==> src/rtl/sipo_pkg.sv <==
// Shared types and sizing helpers for the SIPO lane bank.
package sipo_pkg;

    typedef enum logic {
        FILL = 1'b0,
        PEND = 1'b1
    } state_e;

    function automatic int clog2(input int n);
        int r;
        r = 0;
        for (int i = 0; i < 32; i++) begin
            if ((1 << r) < n) r++;
        end
        return r;
    endfunction

    // Counter width, never narrower than one bit.
    function automatic int cnt_w(input int width);
        return (clog2(width) < 1) ? 1 : clog2(width);
    endfunction

endpackage

==> src/rtl/sipo_skew_line.sv <==
// Valid+data delay line: one capture register plus DEPTH extra stages.
// Data outside a valid slot is held at zero.
module sipo_skew_line #(
    parameter int DEPTH = 0,
    parameter int WIDTH = 16
) (
    input  logic             clk,
    input  logic             rst_n,
    input  logic             clr,
    input  logic             in_valid,
    input  logic [WIDTH-1:0] in_data,
    output logic             out_valid,
    output logic [WIDTH-1:0] out_data
);

    logic [DEPTH:0]            vld_q, vld_d;
    logic [DEPTH:0][WIDTH-1:0] dat_q, dat_d;

    always_comb begin
        vld_d = '0;
        dat_d = '0;
        if (!clr) begin
            vld_d[0] = in_valid;
            dat_d[0] = in_valid ? in_data : '0;
            for (int s = 1; s <= DEPTH; s++) begin
                vld_d[s] = vld_q[s-1];
                dat_d[s] = dat_q[s-1];
            end
        end
    end

    always_ff @(posedge clk or negedge rst_n) begin
        if (!rst_n) begin
            vld_q <= '0;
            dat_q <= '0;
        end else begin
            vld_q <= vld_d;
            dat_q <= dat_d;
        end
    end

    assign out_valid = vld_q[DEPTH];
    assign out_data  = dat_q[DEPTH];

endmodule

==> src/rtl/sipo_lane_bank.sv <==
// Multi-lane serial-in/parallel-out bank with a double-buffered output word.
// Define SIPO_SKEW_EN to add the per-lane diagonal skew outputs.
module sipo_lane_bank
    import sipo_pkg::*;
#(
    parameter int LANES     = 8,
    parameter int WIDTH     = 16,
    parameter int MSB_FIRST = 1
) (
    input  logic                   clk,
    input  logic                   rst_n,
    input  logic                   clr,
    input  logic                   in_valid,
    output logic                   in_ready,
    input  logic [LANES-1:0]       ser_in,
    output logic                   out_valid,
    input  logic                   out_ready,
    output logic [LANES*WIDTH-1:0] par_out,
    output logic [LANES-1:0]       skew_valid,
    output logic [LANES*WIDTH-1:0] skew_out
);

    localparam int              CNT_W = cnt_w(WIDTH);
    localparam logic [CNT_W-1:0] LAST = CNT_W'(WIDTH - 1);

    state_e                        state_q, state_d;
    logic [CNT_W-1:0]              bit_cnt_q, bit_cnt_d;
    logic [LANES-1:0][WIDTH-1:0]   shift_q, shift_d, shifted;
    logic [LANES-1:0][WIDTH-1:0]   par_q, par_d;
    logic                          out_valid_q, out_valid_d;
    logic                          accept, xfer;

    assign in_ready  = (state_q == FILL);
    assign accept    = in_valid & in_ready;
    assign xfer      = out_valid_q & out_ready;
    assign out_valid = out_valid_q;
    assign par_out   = par_q;

    for (genvar i = 0; i < LANES; i++) begin : g_lane
        if (MSB_FIRST != 0) begin : g_msb
            assign shifted[i] = (shift_q[i] << 1) | WIDTH'(ser_in[i]);
        end else begin : g_lsb
            assign shifted[i] = (shift_q[i] >> 1) | (WIDTH'(ser_in[i]) << (WIDTH - 1));
        end
    end

    always_comb begin
        state_d     = state_q;
        bit_cnt_d   = bit_cnt_q;
        shift_d     = shift_q;
        par_d       = par_q;
        out_valid_d = out_valid_q & ~xfer;
        if (clr) begin
            state_d     = FILL;
            bit_cnt_d   = '0;
            shift_d     = '0;
            par_d       = '0;
            out_valid_d = 1'b0;
        end else begin
            case (state_q)
                FILL: begin
                    if (accept) begin
                        shift_d = shifted;
                        if (bit_cnt_q == LAST) begin
                            bit_cnt_d = '0;
                            // Output slot frees up this cycle or is empty: hand over directly.
                            if (!out_valid_q || xfer) begin
                                par_d       = shifted;
                                out_valid_d = 1'b1;
                            end else begin
                                state_d = PEND;
                            end
                        end else begin
                            bit_cnt_d = bit_cnt_q + 1'b1;
                        end
                    end
                end
                PEND: begin
                    if (xfer) begin
                        par_d       = shift_q;
                        out_valid_d = 1'b1;
                        state_d     = FILL;
                    end
                end
                default: state_d = FILL;
            endcase
        end
    end

    always_ff @(posedge clk or negedge rst_n) begin
        if (!rst_n) begin
            state_q     <= FILL;
            bit_cnt_q   <= '0;
            shift_q     <= '0;
            par_q       <= '0;
            out_valid_q <= 1'b0;
        end else begin
            state_q     <= state_d;
            bit_cnt_q   <= bit_cnt_d;
            shift_q     <= shift_d;
            par_q       <= par_d;
            out_valid_q <= out_valid_d;
        end
    end

`ifdef SIPO_SKEW_EN
    for (genvar i = 0; i < LANES; i++) begin : g_skew
        sipo_skew_line #(
            .DEPTH (i),
            .WIDTH (WIDTH)
        ) u_line (
            .clk       (clk),
            .rst_n     (rst_n),
            .clr       (clr),
            .in_valid  (xfer),
            .in_data   (par_q[i]),
            .out_valid (skew_valid[i]),
            .out_data  (skew_out[i*WIDTH +: WIDTH])
        );
    end
`else
    assign skew_valid = '0;
    assign skew_out   = '0;
`endif

endmodule

==> config.mk <==
export PLATFORM = sky130hd
export DESIGN_NAME = sipo_lane_bank
export DESIGN_NICKNAME = d
export VERILOG_FILES = /design/src/rtl/sipo_pkg.sv /design/src/rtl/sipo_skew_line.sv /design/src/rtl/sipo_lane_bank.sv
export SDC_FILE = /design/constraint.sdc
export NUM_CORES = 1
export LEC_CHECK = 0
export BUFFER_PORTS_ARGS = -buffer_cell sky130_fd_sc_hd__buf_2
export CORE_ASPECT_RATIO = 0.9
export CORE_UTILIZATION = 60
export CTS_BUF_LIST = sky130_fd_sc_hd__clkbuf_8
export CTS_CLUSTER_SIZE = 8
export DETAILED_ROUTE_END_ITERATION = 8
export MAX_ROUTING_LAYER = met4
export PLACE_DENSITY = 0.85
export SLEW_MARGIN = 20
export SYNTH_ARGS = -nofsm -noshare
export SYNTH_HDL_FRONTEND = slang
export SYNTH_SLANG_ARGS = --single-unit
==> constraint.sdc <==
create_clock -name clk -period 3.8 [get_ports clk]
set_clock_uncertainty 0.1 [all_clocks]
set_input_delay 1.14 -clock clk [delete_from_list [all_inputs] [get_ports clk]]
set_output_delay 1.14 -clock clk [all_outputs]
set_load 0.05 [all_outputs]
==> results of run 1 <==
[logic make-up after synthesis]
family	synth area share, %
mux	20.9
xor+xnor	0.135
compound gates	5.54
simple gates	11.7
other cells	0.0289
flops	50.4
fa+ha+maj	0.0962
buf+inv	11.1
[sequential cells by signal (all words and copies together), names as in the netlist]
name       flops
par_out      128
bit_cnt_q      4
shift_q      128
state_q        1
out_valid      1
[power by group through the flow]
stage	sequential (uW)	clock, uW	combinational (uW)
6_report	2840	2330	617
5_1_grt	2840	2530	660
2_1_floorplan	2940	0	558
4_1_cts	2840	2400	619
3_5_place_dp	2890	0	617
3_3_place_gp	2890	0	613
[metal layers]
| layer | vias to the layer above | wire [um] | track usage (%) |
|---|---|---|---|
| li1 | 4184 | - | - |
| met1 | 4324 | 10700 | 29.3 |
| met2 | 222 | 12100 | 37.1 |
| met3 | 40 | 1200 | 4.64 |
| met4 | 0 | 394 | 6.03 |
| met5 | - | 0 | - |
[synth_stat cells (all sizes together), types with 2 or more instances]
cell type | number | area, um^2
nor2 | 131 | 492
nand3b | 2 | 27.5
dfrtp | 262 | 6560
clkbuf | 40 | 150
a21oi | 132 | 661
mux2i | 128 | 1280
inv | 2 | 7.50
nand2 | 260 | 976
buf | 182 | 1290
nor2b | 2 | 12.5
mux2 | 128 | 1440
[layout by cell type, fill, tap and decap left out, types with 3 or more instances in the layout]
master / count
buf_4: 9
mux2i_1: 128
buf_12: 6
buf_2: 140
inv_1: 15
nand2_1: 260
nor2_1: 131
mux2_1: 128
a21oi_1: 132
conb_1: 136
clkbuf_8: 55
dfrtp_1: 261
clkinvlp_4: 3
[final cells by class]
class | count | share of cell area (%)
Sequential cell | 262 | 46.2
Multi-Input combinational cell | 930 | 38.9
Timing Repair Buffer | 157 | 6.46
Clock buffer | 54 | 5.24
Tap cell | 286 | 2.52
Clock inverter | 19 | 0.600
Inverter | 2 | 0.0529
[how the worst max path moves through the flow]
| stage | startpoint | cells past startpoint | end | slack (ns) |
|---|---|---|---|---|
| 3_3_place_gp | in_valid | 5 | par_out[0] | 0.88 |
| 6_report | state_q | 2 | in_ready | 1.21 |
| 2_1_floorplan | out_ready | 5 | par_out[100] | 1.45 |
| 4_1_cts | state_q | 2 | in_ready | 1.17 |
| 5_1_grt | state_q | 2 | in_ready | 1.15 |
| 3_5_place_dp | in_valid | 5 | par_out[99] | 0.84 |
[metrics by stage]
step                hold slack, ns  power [uW]
finish                       0.377        5790
global route                 0.394        6030
CTS                          0.384        5860
detailed placement           0.369        3500
global placement             0.361        3500
floorplan                    0.401        3490
==> results.txt, run 1 <==
status - complete, no violations
Seq cells post-synth - 262
Post-CTS Hold Fix Bufs - 0
Pleak - 0.00696 uW
layout cells sized above 1 - 15.7%
worst hold path class - flip-flop to flip-flop
initial antenna violation count - 0
Largest stage delay, worst path - 0.50 ns
root buf cell - clkbuf_8
Setup CP Type - flip-flop to output port
Register-to-Register Setup Slack - 1.36 ns
Comb pwr share - 10.7%
Multi-input gate area - 0.00552 mm^2
Crit Reg-Reg Endpoint - par_out[115]
Iter 0 DRT Violations - 408
all-layer global routing usage - 22.8%
Crit path max-delay family - flip-flops
WL final - 24.3 mm
fin area - 0.0142 mm^2
Die X - 157 um
largest vdd supply drop - 0.301 mV
first-pass GRT wire length - 40.0 mm
CTS Buffer Depth - 3
Pins Over Slew Limit - 0
CTS tree - done
Crit Path Max Fanout - 4
total internal power - 4160 uW
Post-Synthesis Cells - 1281
drt pass-1 iters - 4
crit path DAT - 1.35 ns
synthesized area - 0.0130 mm^2
Clk pwr share - 40.3%
total number of vias - 8770
CTS Buf Count - 43
final core utilization - 67.5%
Rows - 50
# clock sinks - 262
WHS Endpoint - par_out[33]
Hold Vio Cnt, Final - 0
CP startpoint kind - flip-flop
Fillers - 1616
fin cells - 1710
Netlist cell types - 28
Die Span Y - 142 um
Area Overhead vs Synth - 9.16%
DP Worst Slack - 0.836 ns
I/O Buffers - 142
Die ar. - 0.0223 mm^2
Top FF cell, synth - dfrtp_1
RSZ-0062 raised after global routing - no
sequential share of the synthesized area - 50.4%
Seq pwr share - 49.0%
fin crit period - 2.59 ns
dpl cells - 1637
CP Capture Type - output port
setup TNS - 0 ns
WL per Instance - 14.2 um
switching share of power - 28.1%
CP bufs+invs - 2
Syn. warnings - 0
H-tree depth - 2
register area - 0.00656 mm^2
largest net degree at the start of global routing - 184
# nets final - 1410
remaining antenna violation count after routing - 0
fmax - 385 MHz
ant diodes - 0
worst-path cell chain - inv_2 > buf_2
Least-Margin Pin Slew - 0.801 ns
power per standard cell area - 408 mW/mm^2
Required @ worst endpoint - 2.56 ns
dpl cell area - 0.0134 mm^2
WHS Path Cells - 1
area of the core - 0.0210 mm^2
Final WS setup - 1.21 ns
slowest library cell on the worst path - dfrtp_4
global route total overflow - 0
Final period util - 68.3%
# IOs - 279
post-synthesis async set-or-reset flop share - 100%
clk_lat worst skew - 0.53 ns
hold path start - par_out[33]
Net Sw Power - 1630 uW
HPWL Detailed - 14.6 mm
Mean Syn Cell Area - 10.1 um^2
cts repair resizes - 0
vias in the first global route - 8257
Final setup viols - 0
MaxCap Viol Count - 0
Reg2Reg Launch Point - state_q
EDFF count, synth - 0
drt via density - 5.13
Post-route DRC - 0
worst-case reg-to-reg path depth - 5
initial core utilization - 61.8%
gpl congestion - 0.748
clock-pin slew on the worst setup and hold paths - 0.06 ns
postcts setup bufs - 0
Max-slew headroom - 46.6%
Power figures use the tool's default switching activity.
==> run 2: changes to the inputs <==
--- a/config.mk
+++ b/config.mk
@@ -7,12 +7,12 @@
 export LEC_CHECK = 0
 export BUFFER_PORTS_ARGS = -buffer_cell sky130_fd_sc_hd__buf_2
 export CORE_ASPECT_RATIO = 0.9
-export CORE_UTILIZATION = 60
+export CORE_UTILIZATION = 57
 export CTS_BUF_LIST = sky130_fd_sc_hd__clkbuf_8
 export CTS_CLUSTER_SIZE = 8
 export DETAILED_ROUTE_END_ITERATION = 8
 export MAX_ROUTING_LAYER = met4
-export PLACE_DENSITY = 0.85
+export PLACE_DENSITY = 0.81
 export SLEW_MARGIN = 20
 export SYNTH_ARGS = -nofsm -noshare
 export SYNTH_HDL_FRONTEND = slang
==> constraint.sdc (replaced) <==
create_clock -name clk -period 2.63 [get_ports clk]
set_clock_uncertainty 0.1 [all_clocks]
set_input_delay 0.789 -clock clk [delete_from_list [all_inputs] [get_ports clk]]
set_output_delay 0.789 -clock clk [all_outputs]
set_load 0.05 [all_outputs]
==> results.txt, run 2 (synthesized netlist as in run 1, its figures left out) <==
worst hold slack - 0.126 ns (was 0.377 ns)
Area Overhead vs Synth - 10.7% (was 9.16%)
Post-route DRC - 0 (unchanged)
MaxCap Viol Count - 0 (unchanged)
root buf cell - clkbuf_8 (unchanged)
crit path DAT - 1.41 ns (was 1.35 ns)
initial antenna violation count - 0 (unchanged)
WL final - 24.7 mm (was 24.3 mm)
vias in the first global route - 8407 (was 8257)
CTS Buffer Depth - 3 (unchanged)
clk_lat worst skew - 0.53 ns (about the same)
# nets final - 1417 (was 1410)
Pleak - 0.00707 uW (was 0.00696 uW)
fmax - 436 MHz
fin crit period - 2.30 ns
I/O Buffers - 142 (unchanged)
total number of vias - 8901 (was 8770)
drt pass-1 iters - 5 (was 4)
Power Total - 8550 uW (was 5790 uW)
CTS tree - done (unchanged)
Die Span Y - 145 um (was 142 um)
HPWL Detailed - 15.3 mm (was 14.6 mm)
Setup CP Type - flip-flop to output port (unchanged)
layout cells sized above 1 - 16.0% (was 15.7%)
Max-slew headroom - 37.7% (was 46.6%)
gpl congestion - 0.734 (was 0.748)
Crit Reg-Reg Endpoint - par_out[8] (was par_out[115])
power per standard cell area - 594 mW/mm^2 (was 408 mW/mm^2)
Crit Path Max Fanout - 5 (was 4)
first-pass GRT wire length - 41.3 mm (was 40.0 mm)
Reg2Reg Launch Point - bit_cnt_q[0] (was state_q)
Final WS setup - 0.334 ns (was 1.21 ns)
ant diodes - 0 (unchanged)
initial core utilization - 57.9% (was 61.8%)
setup TNS - 0 ns (unchanged)
Die ar. - 0.0234 mm^2 (was 0.0223 mm^2)
drt via density - 5.14 (was 5.13)
CTS Buf Count - 44 (was 43)
global route total overflow - 0 (unchanged)
largest net degree at the start of global routing - 167 (was 184)
remaining antenna violation count after routing - 0 (unchanged)
clock-pin slew on the worst setup and hold paths - 0.06 ns (about the same)
Register-to-Register Setup Slack - 0.44 ns (was 1.36 ns)
# clock sinks - 262 (unchanged)
Rows - 52 (was 50)
Required @ worst endpoint - 1.74 ns (was 2.56 ns)
most frequent cells in the layout - dfrtp_1 (261), nand2_1 (260), buf_2 (140) (unchanged)
WL per Instance - 14.3 um (was 14.2 um)
postcts setup bufs - 0 (unchanged)
CP startpoint kind - flip-flop (unchanged)
CP Capture Type - output port (unchanged)
Die X - 161 um (was 157 um)
area of the core - 0.0224 mm^2 (was 0.0210 mm^2)
Iter 0 DRT Violations - 609 (was 408)
largest vdd supply drop - 0.426 mV (was 0.301 mV)
RSZ-0062 raised after global routing - no (unchanged)
Least-Margin Pin Slew - 0.934 ns (was 0.801 ns)
commonest non-fill, non-tap cell in the layout - dfrtp_1 (unchanged)
H-tree depth - 2 (unchanged)
all-layer global routing usage - 22.0% (was 22.8%)
worst-case reg-to-reg path depth - 6 (was 5)
DP Worst Slack - 0.0977 ns (was 0.836 ns)
Final setup viols - 0 (unchanged)
cts repair resizes - 0 (unchanged)
Hold Vio Cnt, Final - 0 (unchanged)
status - complete, no violations (unchanged)
worst hold path class - input pin to async pin (was flip-flop to flip-flop)
Pins Over Slew Limit - 0 (unchanged)
Final period util - 87.3%
# IOs - 279 (unchanged)
Post-CTS Hold Fix Bufs - 0 (unchanged)
-- run 2: cell count changes in the layout (fill, tap and decap cells not counted), sizes merged --
cell      before  now
inv           16   21
bufinv         0    1
clkinv         2    3
buf          156  162
clkinvlp       3    2
-- run 2: per-stage QoR --
step	area, um^2	util [%]	instances
finish	14400	64.1	1733
global placement	13500	60.2	1654
CTS	14400	64.1	1733
detailed placement	13500	60.2	1654
global route	14400	64.1	1733
floorplan	13500	-	1416
-- run 2: report_power, final --
part	switching, uW	internal (uW)	total, uW
registers	27.7	4070	4100
logic	793	127	920
clock network	1590	1950	3530
-- run 2: layer usage --
metal	part of all wire (%)	up-vias	GRT usage (%)	wire length [um]
met1	44	4432	29.4	10900
met2	50	232	34.5	12200
met3	5.0	36	4.32	1220
met4	1.4	0	5.85	338
li1	-	4201	-	-
met5	0	-	-	0
-- run 2: area by class of cell --
class | instances | area (um^2)
Inverter | 2 | 7.51
Timing Repair Buffer | 163 | 1060
Sequential cell | 262 | 6560
Fill cell | 1789 | 8050
Clock buffer | 54 | 743
Tap cell | 297 | 372
Multi-Input combinational cell | 930 | 5520
Clock inverter | 25 | 131
-- run 2: how the worst max path moves through the flow --
stage              start      endpoint  slack (ns)  depth (start not counted)
2_1_floorplan  out_ready  par_out[100]        0.64                          5
3_3_place_gp    in_valid  par_out[101]        0.16                          6
3_5_place_dp    in_valid  par_out[117]         0.1                          6
4_1_cts          state_q      in_ready        0.31                          2
5_1_grt          state_q      in_ready        0.28                          2
6_report         state_q      in_ready        0.33                          2
-- run 2: critical path: stages (launching register included) --
cell and delay, ns:
dfrtp_4 0.51, inv_2 0.08, buf_2 0.28
==> run 3: changes to the inputs <==
--- a/config.mk
+++ b/config.mk
@@ -7,12 +7,12 @@
 export LEC_CHECK = 0
 export BUFFER_PORTS_ARGS = -buffer_cell sky130_fd_sc_hd__buf_2
 export CORE_ASPECT_RATIO = 0.9
-export CORE_UTILIZATION = 57
+export CORE_UTILIZATION = 35
 export CTS_BUF_LIST = sky130_fd_sc_hd__clkbuf_8
 export CTS_CLUSTER_SIZE = 8
 export DETAILED_ROUTE_END_ITERATION = 8
 export MAX_ROUTING_LAYER = met4
-export PLACE_DENSITY = 0.81
+export PLACE_DENSITY = 0.53
 export SLEW_MARGIN = 20
 export SYNTH_ARGS = -nofsm -noshare
 export SYNTH_HDL_FRONTEND = slang
==> constraint.sdc (replaced) <==
create_clock -name clk -period 2.6 [get_ports clk]
set_clock_uncertainty 0.1 [all_clocks]
set_input_delay 0.78 -clock clk [delete_from_list [all_inputs] [get_ports clk]]
set_output_delay 0.78 -clock clk [all_outputs]
set_load 0.05 [all_outputs]
==> results.txt, run 3 (synthesized netlist as in run 1, its figures left out) <==
CTS Buf Count - 47 (was 44)
Die X - 205 um (was 161 um)
Die Span Y - 185 um (was 145 um)
worst hold path class - input pin to async pin (unchanged)
Post-route DRC - 0 (unchanged)
drt via density - 4.58 (was 5.14)
drt pass-1 iters - 4 (was 5)
Final period util - 96.1%
Clk pwr share - 41.9% (was 41.3%)
Worst Setup SP - state_q (unchanged)
clk_lat worst skew - 0.56 ns (was 0.53 ns)
CP startpoint kind - flip-flop (unchanged)
Post-CTS Hold Fix Bufs - 0 (unchanged)
worst-case reg-to-reg path depth - 6 (unchanged)
worst-path cell chain - buf_16 > inv_2 > buf_4 (was inv_2 > buf_2)
global route total overflow - 0 (unchanged)
setup TNS - 0 ns (unchanged)
Least-Margin Pin Slew - 0.690 ns (was 0.934 ns)
Rows - 66 (was 52)
HPWL Detailed - 17.1 mm (was 15.3 mm)
dpl cell area - 0.0138 mm^2 (was 0.0135 mm^2)
largest vdd supply drop - 0.350 mV (was 0.426 mV)
Die ar. - 0.0379 mm^2 (was 0.0234 mm^2)
Crit Path Max Fanout - 23 (was 5)
fin area - 0.0147 mm^2 (was 0.0144 mm^2)
CP Capture Type - output port (unchanged)
Area Overhead vs Synth - 13.4% (was 10.7%)
Required @ worst endpoint - 1.72 ns (was 1.74 ns)
total internal power - 6250 uW (was 6150 uW)
register area - 0.00656 mm^2 (unchanged)
crit path DAT - 1.62 ns (was 1.41 ns)
status - complete, no violations (unchanged)
Pins Over Slew Limit - 0 (unchanged)
root buf cell - clkbuf_8 (unchanged)
Multi-input gate area - 0.00552 mm^2 (unchanged)
# nets final - 1429 (was 1417)
gpl congestion - 0.716 (was 0.734)
slowest library cell on the worst path - dfrtp_4 (unchanged)
power per standard cell area - 595 mW/mm^2 (was 594 mW/mm^2)
Crit Reg-Reg Endpoint - par_out[119] (was par_out[8])
first-pass GRT wire length - 45.3 mm (was 41.3 mm)
MaxCap Viol Count - 0 (unchanged)
vias in the first global route - 8572 (was 8407)
Hold Vio Cnt, Final - 0 (unchanged)
WL per Instance - 14.3 um (about the same)
switching share of power - 28.8% (was 28.1%)
fin crit period - 2.50 ns
clock-pin slew on the worst setup and hold paths - 0.06 ns (about the same)
Iter 0 DRT Violations - 464 (was 609)
CTS Buffer Depth - 3 (unchanged)
Largest stage delay, worst path - 0.56 ns (was 0.51 ns)
Seq pwr share - 47.3% (was 47.9%)
WL final - 27.5 mm (was 24.7 mm)
commonest non-fill, non-tap cell in the layout - dfrtp_1 (unchanged)
ant diodes - 0 (unchanged)
I/O Buffers - 142 (unchanged)
Net Sw Power - 2530 uW (was 2410 uW)
largest net degree at the start of global routing - 136 (was 167)
Pleak - 0.00713 uW (was 0.00707 uW)
# clock sinks - 262 (unchanged)
# IOs - 279 (unchanged)
initial antenna violation count - 0 (unchanged)
CTS tree - done (unchanged)
total number of vias - 8802 (was 8901)
all-layer global routing usage - 15.1% (was 22.0%)
Comb pwr share - 10.8% (about the same)
Fillers - 3653 (was 1789)
layout cells sized above 1 - 16.7% (was 16.0%)
Max-slew headroom - 54.0% (was 37.7%)
RSZ-0062 raised after global routing - no (unchanged)
Register-to-Register Setup Slack - 0.38 ns (was 0.44 ns)
area of the core - 0.0363 mm^2 (was 0.0224 mm^2)
most frequent cells in the layout - dfrtp_1 (261), nand2_1 (260), buf_2 (139) (was dfrtp_1 (261), nand2_1 (260), buf_2 (140))
Final setup viols - 0 (unchanged)
Reg2Reg Launch Point - bit_cnt_q[0] (unchanged)
remaining antenna violation count after routing - 0 (unchanged)
H-tree depth - 2 (unchanged)
Setup CP Type - flip-flop to output port (unchanged)
fmax - 400 MHz
initial core utilization - 35.8% (was 57.9%)
## run 3: cell count changes in the layout (fill, tap and decap cells not counted)
cell,previous run,this run
buf_2,140,139
bufinv_16,1,0
buf_16,0,1
inv_1,20,18
clkinvlp_4,2,1
inv_6,0,1
buf_4,7,15
clkbuf_8,55,59
clkbuf_16,0,1
clkinv_2,3,2
## run 3: critical path, delay by kind of cell, from the launching register on
kind | cells | cell delay [ns]
buf+inv | 3 | 0.49
flops | 1 | 0.56
## run 3: how the worst max path moves through the flow
stage / to / slack [ns]
after floorplan: par_out[100] / 0.61
after global placement: par_out[121] / 0.15
after detailed placement: par_out[115] / 0.12
after CTS: in_ready / 0.02
after global routing: in_ready / 0.002
final: in_ready / 0.10
## run 3: what timing repair did
action	4_1_cts	5_1_grt
setup buffers	0	0
resized for setup	1	1
pin swaps	0	0
endpoints found under the setup margin	1	1
endpoints found under the hold margin	0	0
gates cloned	0	1
## run 3: layout make-up
class | instances | area share, %
clock buffers | 58 | 5.42
clock inverters | 21 | 0.611
inverters | 2 | 0.0509
multi-input cells | 930 | 37.4
flip-flops and latches | 262 | 44.5
well taps | 476 | 4.04
repair buffers | 172 | 7.94
## run 3: through the flow
stage | cells | total power (uW) | setup slack, ns | hold slack [ns] | util [%]
after floorplan | 1416 | 5110 | 0.614 | 0.384 | -
after CTS | 1920 | 8960 | 0.0240 | 0.0241 | 40.5
after detailed placement | 1841 | 5180 | 0.125 | 0.369 | 38.0
final | 1921 | 8770 | 0.103 | 0.0492 | 40.6
after global routing | 1921 | 9200 | 0.00217 | 0.0411 | 40.6
after global placement | 1841 | 5180 | 0.152 | 0.363 | 38.0
## run 3: power groups by stage
stage / clock network, uW / registers [uW] / logic, uW
floorplan: 0 / 4290 / 815
global placement: 0 / 4220 / 960
detailed placement: 0 / 4220 / 966
CTS: 3850 / 4150 / 966
global route: 4030 / 4150 / 1030
finish: 3670 / 4150 / 951
## run 3: layer usage
| layer | share of wire [%] | track usage (%) |
|---|---|---|
| met5 | 0 | - |
| met4 | 1.5 | 3.67 |
| met3 | 5.2 | 3.22 |
| met2 | 44 | 22.3 |
| met1 | 49 | 21.0 |
